[src/rtl/serdes_pkg.sv]
// Definitions shared by the serializer and deserializer ends of the link:
// frame state encoding, default frame geometry and the parity helper.
package serdes_pkg;

  typedef enum logic [1:0] {
    ST_HUNT = 2'd0,
    ST_DATA = 2'd1,
    ST_PAR  = 2'd2,
    ST_SYNC = 2'd3
  } serdes_state_t;

  localparam int               SERDES_DATA_W       = 8;
  localparam int               SERDES_SYNC_W       = 8;
  localparam logic [7:0]       SERDES_SYNC_PATTERN = 8'hD4;

  // Callers zero-extend narrower words; the zero bits do not change the XOR.
  function automatic logic serdes_parity(input logic [63:0] bits);
    return ^bits;
  endfunction

endpackage

[src/rtl/serdes_sync_match.sv]
// Sliding sync-word shift register and comparator. The match output looks at
// the word including the bit being shifted in this cycle.
module serdes_sync_match
  import serdes_pkg::*;
#(
  parameter int                SYNC_W       = SERDES_SYNC_W,
  parameter logic [SYNC_W-1:0] SYNC_PATTERN = SYNC_W'(SERDES_SYNC_PATTERN)
) (
  input  logic clk,
  input  logic rst,
  input  logic shift_en,
  input  logic clr,
  input  logic bit_in,
  output logic match
);

  logic [SYNC_W-1:0] sr_reg;
  logic [SYNC_W-1:0] sr_next;

  assign sr_next[0] = bit_in;
  for (genvar gi = 1; gi < SYNC_W; gi++) begin : g_shift
    assign sr_next[gi] = sr_reg[gi-1];
  end

  assign match = (sr_next == SYNC_PATTERN);

  // Clear beats shift so a lost-lock cycle leaves no partial word behind.
  always_ff @(posedge clk) begin
    if (rst || clr) begin
      sr_reg <= '0;
    end else if (shift_en) begin
      sr_reg <= sr_next;
    end
  end

endmodule

[src/rtl/serdes_deserializer.sv]
// Serial-to-parallel receiver: hunts for the sync word, captures
// sync + data + even-parity frames and presents each word on a one-deep
// valid/ready output register with parity-error and overrun reporting.
module serdes_deserializer
  import serdes_pkg::*;
#(
  parameter int                DATA_W       = SERDES_DATA_W,
  parameter int                SYNC_W       = SERDES_SYNC_W,
  parameter logic [SYNC_W-1:0] SYNC_PATTERN = SYNC_W'(SERDES_SYNC_PATTERN),
  parameter int                LOSS_THRESH  = 2
) (
  input  logic              clk,
  input  logic              rst,
  input  logic              sdi,
  input  logic              sdi_en,
  output logic [DATA_W-1:0] rx_data,
  output logic              rx_valid,
  input  logic              rx_ready,
  output logic              rx_par_err,
  output logic              locked,
  output logic              overrun,
  input  logic              ovr_clr
);

  localparam int CNT_MAX = (DATA_W > SYNC_W) ? DATA_W : SYNC_W;
  localparam int CNT_W   = (CNT_MAX > 1) ? $clog2(CNT_MAX) : 1;
  localparam int MISS_W  = $clog2(LOSS_THRESH + 1);

  serdes_state_t     state_reg, state_next;
  logic [CNT_W-1:0]  bit_cnt_reg, bit_cnt_next;
  logic [MISS_W-1:0] miss_cnt_reg, miss_cnt_next;
  logic [MISS_W-1:0] miss_inc;
  logic [DATA_W-1:0] data_sr_reg, data_sr_next;
  logic [DATA_W-1:0] rx_data_reg, rx_data_next;
  logic              rx_valid_reg, rx_valid_next;
  logic              rx_par_err_reg, rx_par_err_next;
  logic              locked_reg, locked_next;
  logic              overrun_reg, overrun_next;
  logic              sync_shift, sync_clr, sync_match;

  serdes_sync_match #(
    .SYNC_W      (SYNC_W),
    .SYNC_PATTERN(SYNC_PATTERN)
  ) u_sync (
    .clk     (clk),
    .rst     (rst),
    .shift_en(sync_shift),
    .clr     (sync_clr),
    .bit_in  (sdi),
    .match   (sync_match)
  );

  assign miss_inc = miss_cnt_reg + MISS_W'(1);

  always_ff @(posedge clk) begin
    if (rst) begin
      state_reg      <= ST_HUNT;
      bit_cnt_reg    <= '0;
      miss_cnt_reg   <= '0;
      data_sr_reg    <= '0;
      rx_data_reg    <= '0;
      rx_valid_reg   <= 1'b0;
      rx_par_err_reg <= 1'b0;
      locked_reg     <= 1'b0;
      overrun_reg    <= 1'b0;
    end else begin
      state_reg      <= state_next;
      bit_cnt_reg    <= bit_cnt_next;
      miss_cnt_reg   <= miss_cnt_next;
      data_sr_reg    <= data_sr_next;
      rx_data_reg    <= rx_data_next;
      rx_valid_reg   <= rx_valid_next;
      rx_par_err_reg <= rx_par_err_next;
      locked_reg     <= locked_next;
      overrun_reg    <= overrun_next;
    end
  end

  always_comb begin
    state_next      = state_reg;
    bit_cnt_next    = bit_cnt_reg;
    miss_cnt_next   = miss_cnt_reg;
    data_sr_next    = data_sr_reg;
    rx_data_next    = rx_data_reg;
    rx_valid_next   = rx_valid_reg;
    rx_par_err_next = rx_par_err_reg;
    locked_next     = locked_reg;
    overrun_next    = overrun_reg & ~ovr_clr;
    sync_shift      = 1'b0;
    sync_clr        = 1'b0;

    // Acceptance first; a load below in the same cycle re-asserts valid.
    if (rx_valid_reg && rx_ready) begin
      rx_valid_next = 1'b0;
    end

    if (sdi_en) begin
      unique case (state_reg)
        ST_HUNT: begin
          sync_shift = 1'b1;
          if (sync_match) begin
            state_next    = ST_DATA;
            locked_next   = 1'b1;
            bit_cnt_next  = '0;
            miss_cnt_next = '0;
          end
        end
        ST_DATA: begin
          data_sr_next = DATA_W'({data_sr_reg, sdi});
          if (bit_cnt_reg == CNT_W'(DATA_W - 1)) begin
            state_next   = ST_PAR;
            bit_cnt_next = '0;
          end else begin
            bit_cnt_next = bit_cnt_reg + CNT_W'(1);
          end
        end
        ST_PAR: begin
          if (!rx_valid_reg || rx_ready) begin
            rx_data_next    = data_sr_reg;
            rx_par_err_next = serdes_parity(64'(data_sr_reg)) ^ sdi;
            rx_valid_next   = 1'b1;
          end else begin
            overrun_next = 1'b1;
          end
          state_next   = ST_SYNC;
          bit_cnt_next = '0;
        end
        ST_SYNC: begin
          sync_shift = 1'b1;
          if (bit_cnt_reg == CNT_W'(SYNC_W - 1)) begin
            bit_cnt_next = '0;
            if (sync_match) begin
              miss_cnt_next = '0;
              state_next    = ST_DATA;
            end else if (miss_inc < MISS_W'(LOSS_THRESH)) begin
              // Flywheel: tolerate an isolated corrupted sync word.
              miss_cnt_next = miss_inc;
              state_next    = ST_DATA;
            end else begin
              miss_cnt_next = '0;
              locked_next   = 1'b0;
              sync_clr      = 1'b1;
              state_next    = ST_HUNT;
            end
          end else begin
            bit_cnt_next = bit_cnt_reg + CNT_W'(1);
          end
        end
        default: state_next = ST_HUNT;
      endcase
    end
  end

  assign rx_data    = rx_data_reg;
  assign rx_valid   = rx_valid_reg;
  assign rx_par_err = rx_par_err_reg;
  assign locked     = locked_reg;
  assign overrun    = overrun_reg;

endmodule

[config.mk]
export PLATFORM = sky130hd
export DESIGN_NAME = serdes_deserializer
export DESIGN_NICKNAME = d
export VERILOG_FILES = /design/src/rtl/serdes_pkg.sv /design/src/rtl/serdes_sync_match.sv /design/src/rtl/serdes_deserializer.sv
export SDC_FILE = /design/constraint.sdc
export NUM_CORES = 1
export LEC_CHECK = 0
export CORE_MARGIN = 2
export CORE_UTILIZATION = 45
export DETAILED_ROUTE_END_ITERATION = 10
export PLACE_DENSITY_LB_ADDON = 0.05
export SKIP_CTS_REPAIR_TIMING = 1
export SLEW_MARGIN = 20
export SYNTH_ARGS = -nofsm -noshare
export SYNTH_HDL_FRONTEND = slang
export SYNTH_HIERARCHICAL = 1
export SYNTH_SLANG_ARGS = --single-unit
[constraint.sdc]
create_clock -name clk -period 4.62 [get_ports clk]
set_input_delay 0.924 -clock clk [delete_from_list [all_inputs] [get_ports clk]]
set_output_delay 0.924 -clock clk [all_outputs]
set_load 0.02 [all_outputs]
; Yosys cells after proc, flatten, opt, wreduce, memory -nomap -nowiden
; Cells that the tools add are included.
[op_classes]
addsub = 2
mul = 0
n_div = 0
n_lt_le_gt_ge = 1
n_eq_ne = 10
n_shift = 0
muxes = 33
bitwise = 3
reduce_logical = 15
[ops]
columns = operator, n
row1 = parity 64 bit, 1
row2 = two-way mux 1 bit, 20
row3 = two-way mux 2 bit, 7
row4 = inequality test 2 bit (second input constant), 5
row5 = case mux 3 bit (3 select lines), 1
row6 = equality test 8 bit (second input constant), 1
row7 = case mux 2 bit (4 select lines), 1
row8 = AND reduction 4 bit, 2
row9 = two-way mux 3 bit, 2
row10 = AND reduction 6 bit, 1
row11 = equality test 2 bit (second input constant), 2
row12 = case mux 2 bit (2 select lines), 1
row13 = AND reduction 2 bit, 2
row14 = OR reduction 2 bit, 2
row15 = adder 3 x 1 -> 3 bit (second input constant), 1
row16 = equality test 3 bit (second input constant), 1
row17 = AND reduction 3 bit, 1
row18 = adder 2 x 1 -> 2 bit (second input constant), 1
row19 = equality test 2 x 1 -> 1 bit (second input constant), 1
row20 = zero test 2 bit, 1
row21 = logical OR 1 bit, 2
row22 = less-than comparator 2 bit (second input constant), 1
row23 = case mux 1 bit (2 select lines), 1
row24 = nonzero test 2 bit, 1
row25 = 5 further kinds, 5
[totals]
register_bits = 34
latch_bits = 0
mem_bits_rw = 0
mem_bits_ro = 0
input_bits = 6
out_inout_bits = 12
word_cells = 74
memories = 0

; Longest topological paths before layout
[logic_depth]
depth_word = 8
mapped_depth = 7
depth_no_buf = 6

; By module
; The synthesis kept the hierarchy.
[modules_own_cells]
columns = module, n_inst, cells_per_inst, area_per_inst_um2, seq_area_each_um2
row1 = serdes_deserializer, 1, 146, 1224.9, 520.5
row2 = serdes_sync_match, 1, 27, 274.0, 140.1

; Worst setup path after synthesis
; Ideal clock, no wire load.
[synth_timing]
path_type = input to register
from = input sdi
to = register miss_cnt_reg[0]
setup_ps = 70
arrival_ps = 2172
required_time_ps = 4550
path_slack_ps = 2378
stages = 5
n_path_buf = 0
cell_sequence = nor4_1 -> nand2b_2 -> o2111ai_2 -> or4b_1 -> a21oi_1
[synth_via]
elab_chain_cells = 4
word_cells_on_any_way = 6
cone_classes = eq/ne: 2 / mux: 3 / reduce/logical: 1
[synth_lines]
columns = item, line
row1 = "start, declared", serdes_deserializer.sv:14  ; input logic sdi,
row2 = equality test 8 bit (*), serdes_sync_match.sv:25  ; assign match = (sr_next == SYNC_PATTERN);
row3 = two-way mux 2 bit, serdes_deserializer.sv:132  ; if (sync_match) begin
row4 = two-way mux 2 bit, serdes_deserializer.sv:130  ; if (bit_cnt_reg == CNT_W'(SYNC_W - 1)) begin
row5 = case mux 2 bit (2 select lines), serdes_deserializer.sv:98  ; unique case (state_reg)
row6 = "end signal, assigned", serdes_deserializer.sv:69  ; miss_cnt_reg <= miss_cnt_next;
row7 = "end, declared", serdes_deserializer.sv:31  ; logic [MISS_W-1:0] miss_cnt_reg, miss_cnt_next;
; Every way passes the cells marked *; elsewhere a longest branch is shown, timed or not. The select of a mux whose other input is x is not followed.
; A chain may end at the register's enable or synchronous reset.

; Final worst setup path
[layout_timing]
from = input sdi
to = register miss_cnt_reg[0]
[layout_via]
elab_chain_cells = 4
word_cells_on_any_way = 6
cone_classes = eq/ne: 2 / mux: 3 / reduce/logical: 1
[layout_lines]
columns = item, line
row1 = equality test 8 bit (*), serdes_sync_match.sv:25
row2 = via sync_match, serdes_deserializer.sv:39  ; logic sync_shift, sync_clr, sync_match;
row3 = two-way mux 2 bit, serdes_deserializer.sv:132
row4 = two-way mux 2 bit, serdes_deserializer.sv:130
row5 = case mux 2 bit (2 select lines), serdes_deserializer.sv:98
; The timed path passes the listed nets; every way through them passes the cells marked *. The select of a mux whose other input is x is not followed.

==> summary.md <==
| Metric | Value |
|---|---|
| Status | finished clean |
| Clock sink total | 33 |
| Clock share of power | 33.8% |
| Clock Tree Buf Depth | 2 |
| Layout cells sized above 1 | 5.26% |
| Gate power share | 4.1% |
| Setup-failing EPs final | 0 |
| Antenna violations before repair | 0 |
| Leakage power | 0.634 nW |
| Final hold vios | 0 |
| Final ANT Viol Nets | 0 |
| Setup crit start kind | primary input |
| Vias in the first global route | 1102 |
| Die W | 61.7 um |
| First-pass GRT wire length | 4930 um |
| Asr flop ratio synth | 0% |
| Crit-path cells | clkdlybuf4s50_1 -> nor4_1 -> nand2b_2 -> o2111ai_2 -> or4b_1 -> a21oi_1 |
| Top Ports | 18 |
| Syn_nets | 188 |
| Slew headroom | 36.0% |
| Worst EP arrival | 2920 ps |
| Cts bufs inserted | 5 |
| Critical Path RT | 4880 ps |
| Tightest Hold Check Type | reg2reg |
| Vias per cell | 5.12 |
| Pint | 0.352 mW |
| CTS Root Cell | clkbuf_4 |
| Detailed Place HPWL | 2030 um |
| Routed vias | 1198 |
| Post-synthesis cell count | 173 |
| DRC | 0 |
| Reg2reg setup slack | 2600 ps |
| Sequential share of power | 62.1% |
| RSZ-0062 raised after global routing | false |
| Worst Tran Pin Value | 957 ps |
| Util after Layout | 56.1% |
| Input/output buffers | 17 |
| Pwr dens | 265 mW/mm2 |
| Max IR drop VDD | 0.187 mV |
| H-Tree Depth | 2 |
| Final RePlAce weighted congestion | 0.822 |
| GRT Overall Usage | 18.0% |
| Critical path's top delay family | simple AND/OR/NAND/NOR gates |
| EDFF count, synth | 0 |
| DR pass1 iterations | 4 |
| Most frequent cell after synthesis | dfxtp_1 |
| Drt total wl | 2830 um |
| Row cnt | 20 |
| Top-area cell type share of the netlist area | 44.1% |
| Max-cap violation count | 0 |
| Syn-to-layout area delta | 16.2% |
| P_sw | 0.109 mW |
| Max Clk Rate | 0.375 GHz |
| Switching Fraction | 23.7% |
| Buf/Inv on CP | 1 |
| Sequential fraction of the synthesis area | 44.1% |
| Initial Utilization | 48.3% |
| Ys flop type | dfxtp_1 |
| Worst-Skew Late Latency | 340 ps |
| CP max stage cell | or4b_1 |
| Minimum clock period | 2670 ps |
| Post-synth top cells | 33 x dfxtp_1, 32 x nand2_1, 24 x a21oi_1, 13 x nand3_1, 12 x nor2_1 |
| Max Fanout on Critical Path | 4 |
| Synth area leaders | dfxtp_1 44%, a21oi_1 8.0%, nand2_1 8.0% |
| Number of diodes | 0 |
| Final Slew Violations | 0 |
| DRT iter0 DRCs | 33 |
| Core footprint | 0.00310 mm2 |
| Wire per inst | 12.1 um |
| Final Cycle Share | 57.7% |
| Worst Setup End Kind | flip-flop |
| Synth warn | 6 |
| Clock transition time at the flip-flop clock pins of the worst setup and hold paths | 100 ps |
| Mapped cell area | 0.00150 mm2 |
| Critical Setup Path Class | in2reg |
| Global route total overflow | 0 |
| Clock tree from TritonCTS | done |
| Synth Area per Inst | 8.66 um2 |
| Clock Skews | 5.02 ps |
| Synth area leader | dfxtp_1 |
| Layout Nets | 204 |
| Synth unique cells | 30 |
| Largest net degree at the start of global routing | 29 |
| Max incr delay on CP | 540 ps |
| Setup tns final | 0 ps |
| DIE AREA | 0.00381 mm2 |
| #FFs+latches synth | 33 |
| Die Height | 61.7 um |
power groups by stage:
stage	sequential (mW)	combinational, mW	clock (mW)
after floorplan	0.293	0.0131	0
after global placement	0.293	0.0185	0
after detailed placement	0.293	0.0189	0
after CTS	0.286	0.0190	0.159
after global routing	0.287	0.0207	0.180
final	0.286	0.0188	0.156
area by class of cell:
cell class	count	area [um2]
repair buffers	17	170
inverters	5	18.8
multi-input cells	127	786
clock inverters	2	10.0
fillers	314	1360
flip-flops and latches	33	661
clock buffers	6	41.3
well taps	44	55.1
cell families (layout without fill, tap and decap cells):
| kind of cell | after synthesis | count (layout) | synth area share [%] |
|---|---|---|---|
| AO/OA/AOI/OAI | 34 | 34 | 13.3 |
| multiplexers | 7 | 7 | 4.67 |
| flip-flops | 33 | 33 | 44.1 |
| AND/OR/NAND/NOR | 72 | 72 | 22.2 |
| XOR/XNOR | 5 | 5 | 4.76 |
| adder cells (fa/ha/maj) | 9 | 9 | 7.51 |
| buffers and inverters | 13 | 30 | 3.51 |
worst paths after layout:
| path | from | endpoint | depth (start not counted) |
|---|---|---|---|
| setup / recovery | sdi | miss_cnt_reg[0] | 6 |
| hold / removal | rx_data[4] | rx_data[4] | 2 |
| setup reg to reg | u_sync/sr_reg[4] | miss_cnt_reg[0] | 6 |
| hold reg to reg | rx_data[4] | rx_data[4] | 2 |
placed cells by master, fill, tap and decap left out, drive strengths merged, types with 2 or more instances in the layout:
cell type / Yosys / layout
nor2b: 2 / 2
o211ai: 3 / 3
clkbuf: 6 / 6
dfxtp: 33 / 33
ha: 9 / 9
nor4: 2 / 2
nand3: 13 / 13
xnor2: 2 / 2
inv: 5 / 5
or2: 2 / 2
nor2: 12 / 12
mux2i: 7 / 7
a21oi: 24 / 24
clkdlybuf4s50: 0 / 17
clkinv: 0 / 2
a31oi: 2 / 2
nand2: 32 / 32
xnor3: 2 / 2
nand2b: 5 / 5
per-stage QoR:
stage | setup WS [ps] | area [um2] | power [mW] | std cells | hold WS [ps]
6_report | 1950 | 1740 | 0.461 | 234 | 457
3_5_place_dp | 1590 | 1690 | 0.312 | 226 | 447
4_1_cts | 1940 | 1740 | 0.464 | 234 | 462
2_1_floorplan | 2380 | 1500 | 0.306 | 173 | 436
5_1_grt | 1820 | 1740 | 0.487 | 234 | 480
3_3_place_gp | 1710 | 1690 | 0.311 | 226 | 442
per-layer routing:
layer,GRT usage [%],wire (um),vias up
li1,-,-,621
met1,21.8,1350,549
met2,28.7,1300,19
met3,7.04,132,9
met4,7.29,51,0
met5,0,0,-
worst register-to-register path, stage by stage, from the launching register on:
cell       delay (ps)
dfxtp_1           340
nand4b_1          190
nor4_1            330
nand2b_2          250
o2111ai_2         160
or4b_1            540
a21oi_1           140
Note: power is estimated with default switching activity, not from simulation.
